File: src/rtl/vram_scan_pkg.sv
// Shared types and sizing for the VRAM write-address scan generator.
package vram_scan_pkg;

    localparam int unsigned H_ACTIVE_DEF = 640;
    localparam int unsigned V_ACTIVE_DEF = 480;
    localparam int unsigned VRAM_AW      = 19;
    localparam int unsigned POS_W        = 10;

    typedef enum logic [1:0] {
        IDLE = 2'd0,
        SCAN = 2'd1,
        GAP  = 2'd2,
        DONE = 2'd3
    } scan_state_t;

    // Current write position as one registered payload.
    typedef struct packed {
        logic [POS_W-1:0]   hpos;
        logic [POS_W-1:0]   vpos;
        logic [VRAM_AW-1:0] addr;
    } pix_pos_t;

endpackage

File: src/rtl/vram_scan_gen_tick_sync.sv
// Two-flop synchroniser for the asynchronous frame tick, followed by a
// rising-edge detector. tick is high for one cycle per low-to-high transition.
module tick_sync (
    input  logic clk_i,
    input  logic rst_i,
    input  logic async_i,
    output logic tick
);

    logic sync1_q;
    logic sync2_q;
    logic prev_q;

    // Synchroniser chain and edge-detect history.
    always_ff @(posedge clk_i) begin
        if (rst_i) begin
            sync1_q <= 1'b0;
            sync2_q <= 1'b0;
            prev_q  <= 1'b0;
        end else begin
            sync1_q <= async_i;
            sync2_q <= sync1_q;
            prev_q  <= sync2_q;
        end
    end

    assign tick = sync2_q & ~prev_q;

endmodule

File: src/rtl/vram_scan_gen.sv
// VRAM write scan generator: on each frame tick (when enabled) walks every
// pixel of an H_ACTIVE x V_ACTIVE frame, emitting column, line and linear
// address with a write enable. Optional inter-line idle gaps are built when
// VRAM_SCAN_HGAP_EN is defined.
module vram_scan_gen
    import vram_scan_pkg::*;
#(
    parameter int unsigned H_ACTIVE = H_ACTIVE_DEF,
    parameter int unsigned V_ACTIVE = V_ACTIVE_DEF,
    parameter int unsigned HGAP     = 4
) (
    input  logic               clk25M,
    input  logic               reset,
    input  logic               clk60,
    input  logic               en,
    output logic [POS_W-1:0]   whpos,
    output logic [POS_W-1:0]   wvpos,
    output logic [VRAM_AW-1:0] write_vramA,
    output logic               write_ENA,
    output logic               busy,
    output logic               frame_done,
    output logic               overrun
);

    localparam logic [POS_W-1:0] H_LAST = POS_W'(H_ACTIVE - 1);
    localparam logic [POS_W-1:0] V_LAST = POS_W'(V_ACTIVE - 1);

`ifdef VRAM_SCAN_HGAP_EN
    // HGAP must be at least 1 when gaps are enabled.
    localparam int unsigned    GAP_W    = (HGAP > 1) ? $clog2(HGAP) : 1;
    localparam logic [GAP_W-1:0] GAP_LAST = GAP_W'(HGAP - 1);

    logic [GAP_W-1:0] gap_cnt_q;
    logic [GAP_W-1:0] gap_cnt_d;
`else
    // Gap length is meaningless without the gap feature.
    logic unused_hgap;
    assign unused_hgap = ^HGAP;
`endif

    logic        tick;
    scan_state_t state_q, state_d;
    pix_pos_t    pos_q, pos_d;
    logic        wen_q, wen_d;
    logic        busy_q, busy_d;
    logic        done_q, done_d;
    logic        overrun_q, overrun_d;

    tick_sync u_tick_sync (
        .clk_i   (clk25M),
        .rst_i   (reset),
        .async_i (clk60),
        .tick    (tick)
    );

    // Next-state, next-position and flag logic.
    always_comb begin
        state_d   = state_q;
        pos_d     = pos_q;
        wen_d     = 1'b0;
        done_d    = 1'b0;
        overrun_d = overrun_q;
`ifdef VRAM_SCAN_HGAP_EN
        gap_cnt_d = gap_cnt_q;
`endif

        // A tick outside IDLE never restarts the scan, it only flags.
        if (tick && (state_q != IDLE)) begin
            overrun_d = 1'b1;
        end

        unique case (state_q)
            IDLE: begin
                pos_d = '0;
                if (tick && en) begin
                    state_d = SCAN;
                    wen_d   = 1'b1;
                end
            end
            SCAN: begin
                wen_d = 1'b1;
                if (pos_q.hpos == H_LAST) begin
                    if (pos_q.vpos == V_LAST) begin
                        state_d = DONE;
                        wen_d   = 1'b0;
                        done_d  = 1'b1;
                        pos_d   = '0;
                    end else begin
                        pos_d.hpos = '0;
                        pos_d.vpos = pos_q.vpos + POS_W'(1);
                        pos_d.addr = pos_q.addr + VRAM_AW'(1);
`ifdef VRAM_SCAN_HGAP_EN
                        state_d   = GAP;
                        wen_d     = 1'b0;
                        gap_cnt_d = '0;
`endif
                    end
                end else begin
                    pos_d.hpos = pos_q.hpos + POS_W'(1);
                    pos_d.addr = pos_q.addr + VRAM_AW'(1);
                end
            end
`ifdef VRAM_SCAN_HGAP_EN
            GAP: begin
                // Position already holds the next line's first pixel.
                if (gap_cnt_q == GAP_LAST) begin
                    state_d = SCAN;
                    wen_d   = 1'b1;
                end else begin
                    gap_cnt_d = gap_cnt_q + GAP_W'(1);
                end
            end
`endif
            DONE: begin
                state_d = IDLE;
                pos_d   = '0;
            end
            default: begin
                state_d = IDLE;
                pos_d   = '0;
            end
        endcase

        busy_d = (state_d == SCAN) || (state_d == GAP);
    end

    // State and output registers.
    always_ff @(posedge clk25M) begin
        if (reset) begin
            state_q   <= IDLE;
            pos_q     <= '0;
            wen_q     <= 1'b0;
            busy_q    <= 1'b0;
            done_q    <= 1'b0;
            overrun_q <= 1'b0;
`ifdef VRAM_SCAN_HGAP_EN
            gap_cnt_q <= '0;
`endif
        end else begin
            state_q   <= state_d;
            pos_q     <= pos_d;
            wen_q     <= wen_d;
            busy_q    <= busy_d;
            done_q    <= done_d;
            overrun_q <= overrun_d;
`ifdef VRAM_SCAN_HGAP_EN
            gap_cnt_q <= gap_cnt_d;
`endif
        end
    end

    assign whpos       = pos_q.hpos;
    assign wvpos       = pos_q.vpos;
    assign write_vramA = pos_q.addr;
    assign write_ENA   = wen_q;
    assign busy        = busy_q;
    assign frame_done  = done_q;
    assign overrun     = overrun_q;

endmodule

File: config.mk
export PLATFORM = sky130hd
export DESIGN_NAME = vram_scan_gen
export DESIGN_NICKNAME = d
export VERILOG_FILES = /design/src/rtl/vram_scan_pkg.sv /design/src/rtl/vram_scan_gen_tick_sync.sv /design/src/rtl/vram_scan_gen.sv
export SDC_FILE = /design/constraint.sdc
export NUM_CORES = 1
export LEC_CHECK = 0
export CAP_MARGIN = 20
export CORE_MARGIN = 3
export CORE_UTILIZATION = 53
export CTS_CLUSTER_SIZE = 14
export DETAILED_ROUTE_END_ITERATION = 10
export MAX_ROUTING_LAYER = met4
export PLACE_DENSITY = 0.84
export SYNTH_ARGS = -nofsm -noshare
export SYNTH_HDL_FRONTEND = slang
export SYNTH_SLANG_ARGS = --single-unit
export TNS_END_PERCENT = 1
File: constraint.sdc
create_clock -name clk25M -period 4.11 [get_ports clk25M]
set_input_delay 1.233 -clock clk25M [delete_from_list [all_inputs] [get_ports clk25M]]
set_output_delay 1.233 -clock clk25M [all_outputs]
set_load 0.01 [all_outputs]
==> results of run 1 <==
## area by class of cell
| cell class | count | area (sq um) | share of cell area (%) |
|---|---|---|---|
| clock buffer | 8 | 90.1 | 3.44 |
| inverter | 4 | 15.0 | 0.573 |
| multi-input combinational | 165 | 1020 | 38.9 |
| sequential | 48 | 961 | 36.7 |
| tap | 46 | 57.6 | 2.20 |
| timing repair buffer | 47 | 475 | 18.2 |
## report_power, final
part | leakage [nW] | switching, mW | internal, mW
clock network | 0.0455 | 0.145 | 0.137
registers | 0.387 | 0.00164 | 0.467
logic | 0.408 | 0.00652 | 0.00687
## layer usage
| metal | global-route usage (%) | wire length [microns] | vias to the layer above |
|---|---|---|---|
| met5 | - | 0 | - |
| met4 | 7.69 | 64 | 0 |
| met3 | 7.06 | 270 | 8 |
| met2 | 32.6 | 2060 | 58 |
| met1 | 27.2 | 1990 | 833 |
| li1 | - | - | 893 |
## worst min-delay path by stage
stage                               end  cells past startpoint  slack [ns]                 from
global route        u_tick_sync.sync2_q                      1        0.45  u_tick_sync.sync1_q
detailed placement  u_tick_sync.sync2_q                      1        0.42  u_tick_sync.sync1_q
global placement    u_tick_sync.sync2_q                      1        0.42  u_tick_sync.sync1_q
floorplan           u_tick_sync.sync2_q                      1        0.41  u_tick_sync.sync1_q
CTS                 u_tick_sync.sync2_q                      1        0.44  u_tick_sync.sync1_q
finish              u_tick_sync.sync2_q                      1        0.44  u_tick_sync.sync1_q
## kinds of logic (layout without fill, tap and decap cells)
| kind of cell | after synthesis | after routing | synth area share (%) |
|---|---|---|---|
| AO/OA/AOI/OAI | 30 | 30 | 8.87 |
| XOR/XNOR | 22 | 22 | 9.42 |
| adder cells (fa/ha/maj) | 3 | 3 | 1.84 |
| buffers and inverters | 11 | 59 | 3.12 |
| flip-flops | 48 | 48 | 47.0 |
| multiplexers | 2 | 2 | 0.979 |
| AND/OR/NAND/NOR | 108 | 108 | 28.8 |
## Yosys cell counts, drive strengths merged
library cell / instances
dfxtp: 48
nor2: 29
nand2: 15
nand3: 14
a21oi: 13
xor2: 13
nand4: 10
and3: 9
o21ai: 9
xnor2: 9
nor4: 6
or3: 6
or4: 5
buf: 4
inv: 4
nor2b: 4
nor3: 4
o31ai: 4
clkbuf: 3
ha: 3
and2: 2
and4: 2
mux2i: 2
o41ai: 2
a21o: 1
nor3b: 1
nor4bb: 1
o2111ai: 1
## registers in the layout, summed over array words and instances, names as in the netlist
name,cells
busy,1
frame_done,1
overrun,1
state_q,2
u_tick_sync.prev_q,1
u_tick_sync.sync1_q,1
u_tick_sync.sync2_q,1
whpos,10
write_ENA,1
write_vramA,19
wvpos,10
## metrics by stage
| step | worst slack [ns] | total power, mW | hold WS, ns | std cells | instance area (sq um) |
|---|---|---|---|---|---|
| after floorplan | 2.11 | 0.485 | 0.414 | 224 | 2040 |
| after global placement | 1.21 | 0.492 | 0.417 | 309 | 2510 |
| after detailed placement | 1.16 | 0.493 | 0.424 | 309 | 2510 |
| after CTS | 1.49 | 0.767 | 0.442 | 317 | 2600 |
| after global routing | 1.45 | 0.786 | 0.449 | 318 | 2620 |
| final | 1.48 | 0.764 | 0.438 | 318 | 2620 |
## cell usage in the layout (no fill, tap or decap), types with 6 or more instances in the layout
| master | Yosys | layout |
|---|---|---|
| a21oi_1 | 12 | 12 |
| and3_1 | 7 | 7 |
| clkbuf_8 | 0 | 6 |
| clkdlybuf4s50_1 | 0 | 46 |
| dfxtp_1 | 48 | 48 |
| nand2_1 | 15 | 15 |
| nand3_1 | 13 | 13 |
| nand4_1 | 9 | 9 |
| nor2_1 | 29 | 29 |
| nor4_1 | 6 | 6 |
| o21ai_0 | 8 | 8 |
| or3_1 | 6 | 6 |
| xnor2_1 | 9 | 9 |
| xor2_1 | 13 | 13 |
==> flow_summary_export.csv, run 1 <==
group,metric,value,unit
global_route,grt_usage,21.7,%
route,route.detailed.drc,0,
worst_setup_path,cp.buffers_inverters,1,
yosys,synth.net_count,231,
clocking,cts_hold_buffers,0,
yosys,yosysTopAreaCell,"dfxtp_1",
clocking,path_clk_slew,0.08,ns
clocking,cts_root_buf,"clkbuf_8",
worst_setup_path,critical_path_class,"reg -> out",
worst_setup_path,worstPathCellList,"clkdlybuf4s50_1",
sta,maxSlewHeadroom,70.2,%
power_and_ir_drop,p_leak,0.841,nW
floorplan,io_pins,47,
sta,finalCriticalPeriod,2.63,ns
yosys,yosysUniqueCellTypes,35,
worst_setup_path,reg2reg_to,"write_vramA[7]",
floorplan,dieArea,4640,sq um
sta,grt_setup_unrepaired,"no",
worst_setup_path,critical-path-max-stage-delay,0.60,ns
worst_setup_path,crit_path_end_kind,"output pin",
worst_setup_path,worst-path-stages,1,
floorplan,fp.dieH,68.1,microns
clocking,numClockSinks,48,
route,drt_first_pass_iters,4,
worst_setup_path,crit_path_start_kind,"register",
final_layout,fin_nets,278,
yosys,synth_top_area_share,47.0,%
yosys,syn_area_per_cell,9.13,sq um
status,status,"finished clean",
floorplan,die-width,68.1,microns
clocking,cts_resized,0,
worst_setup_path,cp_data_arrival_time,1.40,ns
sta,finalClockSkew,0.00150,ns
sta,setup_viol,0,
clocking,clk-insertion-delay-late,0.30,ns
final_layout,layout-drive-gt1-share,5.51,%
yosys,ys_warn_count,0,
placement,routabilityCongestion,0.786,
worst_setup_path,cp.required,2.88,ns
worst_setup_path,cp_max_fo,9,
sta,timing.setup.tns,0,ns
route,drt_wl_total,4390,microns
power_and_ir_drop,power.density,292,nW/um^2
final_layout,area_growth,28.1,%
global_route,grt_antenna_before_repair,0,
sta,fmax,380,MHz
yosys,synth_area_leaders,"dfxtp_1 47%, xor2_1 5.6%, nor2_1 5.3%, xnor2_1 3.9%, nand3_1 3.2%",
route,antenna_left,0,
worst_setup_path,regToRegStartpoint,"wvpos[0]",
clocking,cts.htree.levels,2,
worst_setup_path,cp_slowest_cell,"clkdlybuf4s50_1",
final_layout,fillers,287,
placement,io_buffer_count,46,
worst_setup_path,worst-r2r-cell-count,6,
yosys,ys_seq_area_share,47.0,%
clocking,cts_setup_buffers,0,
route,vias,1792,
final_layout,antenna_cells,0,
sta,fin_crit_sh,64.0,%
sta,tightest_slew,0.445,ns
route,drt_iter0_drc,134,
floorplan,core_area,3520,sq um
worst_setup_path,crit_path_start,"wvpos[6]",
yosys,syn_area,2040,sq um
worst_setup_path,cp_top_family,"buffers and inverters",
power_and_ir_drop,max-vdd-ir-drop,169,uV
worst_setup_path,reg2reg_slack,2.12,ns
min_path,min_path_type,"reg -> reg",
route,vias_per_cell,5.64,
sta,timing_hold_violations_final,0,
clocking,clockBufferDepth,2,
floorplan,start_util,58.1,%
yosys,syn_inst,224,
route,wl_per_cell,13.8,microns
floorplan,rows,21,
job,drv_cap,0,
sta,final_max_slew_viol_count,0,
placement,dp_hpwl,3130,microns
global_route,grt_pass1_wl,7430,microns
global_route,overflow,0,
global_route,grt_max_degree,27,
final_layout,final_util,74.4,%
worst_setup_path,cp-endpoint,"wvpos[6]",
clocking,numCtsBuffers,5,
global_route,grt_pass1_vias,1651,
clocking,tritoncts,"yes",
yosys,ys_ff_latch,48,
(Power assumes the default switching activity.)
==> run 2: changes to the inputs <==
Settings changed: CORE_UTILIZATION 53 to 44, PLACE_DENSITY 0.84 to 0.74.
Clock period 4.11 ns to 2.25 ns, I/O delays scaled along.
==> flow_summary_export.csv, run 2 (synthesis gave the netlist of run 1 again) <==
group,metric,value,unit
status,status,"finished clean",
route,route.detailed.drc,0,
final_layout,fin_nets,285,
floorplan,start_util,46.3,%
clocking,clk-insertion-delay-late,0.30,ns
worst_setup_path,crit_path_end_kind,"output pin",
worst_setup_path,crit_path_start_kind,"register",
worst_setup_path,cp_data_arrival_time,1.36,ns
worst_setup_path,critical-path-max-stage-delay,0.59,ns
sta,maxSlewHeadroom,67.4,%
global_route,overflow,0,
final_layout,area_growth,31.5,%
global_route,grt_antenna_before_repair,0,
clocking,numClockSinks,48,
power_and_ir_drop,power_frac_clock,37.4,%
clocking,path_clk_slew,0.08,ns
power_and_ir_drop,p_sw_share,20.7,%
clocking,cts_setup_buffers,0,
clocking,cts_root_buf,"clkbuf_8",
global_route,grt_max_degree,19,
final_layout,final_util,60.9,%
sta,finalCriticalPeriod,2.03,ns
power_and_ir_drop,power.density,525,nW/um^2
job,drv_cap,0,
sta,grt_setup_unrepaired,"no",
sta,timing_hold_violations_final,0,
clocking,cts.htree.levels,2,
route,drt_wl_total,4350,microns
worst_setup_path,cp_top_family,"buffers and inverters",
global_route,grt_usage,16.9,%
route,drt-met1-wl,2220,microns
worst_setup_path,critical_path_class,"reg -> out",
floorplan,core_area,4410,sq um
worst_setup_path,worst-path-stages,1,
final_layout,antenna_cells,0,
final_layout,fillers,401,
power_and_ir_drop,max-vdd-ir-drop,250,uV
final_layout,largest_register_ffs,19,
final_layout,finish.instance_area,2690,sq um
route,dr_wl_met3,210,microns
final_layout,multi_input_area,1020,sq um
route,drt_iter0_drc,100,
final_layout,seqCellArea,961,sq um
power_and_ir_drop,power,1.41,mW
route,drt_first_pass_iters,4,
clocking,cts_hold_buffers,0,
power_and_ir_drop,p_int,1.12,mW
route,vias_per_cell,5.34,
sta,finalClockSkew,0.00564,ns
placement,dp_hpwl,3080,microns
worst_setup_path,reg2reg_slack,0.27,ns
route,wl_per_cell,13.1,microns
final_layout,final_common_cell,"dfxtp_1",
route,met2_length,1880,microns
sta,setup_viol,0,
route,vias,1768,
sta,fin_crit_sh,90.4,%
power_and_ir_drop,p_leak,0.876,nW
clocking,cts_resized,0,
floorplan,die-width,74.2,microns
floorplan,rows,24,
worst_setup_path,cp_max_fo,9,
placement,io_buffer_count,46,
floorplan,dieArea,5500,sq um
worst_setup_path,cp_slowest_cell,"clkdlybuf4s50_1",
final_layout,layout-drive-gt1-share,8.24,%
worst_setup_path,worstPathCellList,"clkdlybuf4s50_1",
min_path,hold_depth,1,
placement,routabilityCongestion,0.786,
clocking,numCtsBuffers,5,
worst_setup_path,worst-r2r-cell-count,6,
worst_setup_path,cp.buffers_inverters,1,
min_path,min_path_type,"reg -> reg",
floorplan,fp.dieH,74.2,microns
power_and_ir_drop,comb_power_share,1.9,%
sta,hold_slack,0.442,ns
sta,fmax,492,MHz
floorplan,io_pins,47,
clocking,tritoncts,"yes",
worst_setup_path,cp.required,1.57,ns
power_and_ir_drop,switching_power,0.292,mW
power_and_ir_drop,p_seq_share,60.7,%
sta,tightest_slew,0.489,ns
global_route,grt_pass1_wl,7110,microns
clocking,clockBufferDepth,2,
final_layout,final_cell_mix,"48 x dfxtp_1, 46 x clkdlybuf4s50_1, 29 x nor2_1, 15 x nand2_1",
sta,final_max_slew_viol_count,0,
route,antenna_left,0,
placement,placed_cell_area,2590,sq um
global_route,grt_pass1_vias,1605,
route,top_layer,"met4",
sta,timing.setup.tns,0,ns
run 2: final timing paths:
kind | to | start
max | wvpos[6] | wvpos[6]
min | u_tick_sync.sync2_q | u_tick_sync.sync1_q
max reg2reg | write_vramA[15] | wvpos[0]
min reg2reg | u_tick_sync.sync2_q | u_tick_sync.sync1_q
run 2: routing by layer:
| metal | vias up | GRT usage, % |
|---|---|---|
| met1 | 811 | 22.2 |
| met4 | 0 | 4.43 |
| met2 | 48 | 25.9 |
| met3 | 5 | 4.46 |
| li1 | 904 | - |
| met5 | - | - |
run 2: cell type report:
class | instances | share of cell area [%]
clock buffers | 7 | 3.21
clock inverters | 1 | 0.279
inverters | 4 | 0.559
multi-input cells | 165 | 37.9
flip-flops and latches | 48 | 35.8
well taps | 52 | 2.42
repair buffers | 54 | 19.8
run 2: metrics by stage:
stage / setup slack, ns / cells
finish: 0.216 / 331
global route: 0.107 / 331
CTS: 0.198 / 331
detailed placement: 0.241 / 323
global placement: 0.260 / 323
floorplan: 0.424 / 224
run 2: power by group through the flow:
stage          sequential, mW  combinational (mW)  clock, mW
2_1_floorplan           0.877             0.00986          0
3_3_place_gp            0.876              0.0266          0
3_5_place_dp            0.876              0.0269          0
4_1_cts                 0.856              0.0271      0.543
5_1_grt                 0.857              0.0297      0.570
6_report                0.856              0.0267      0.527
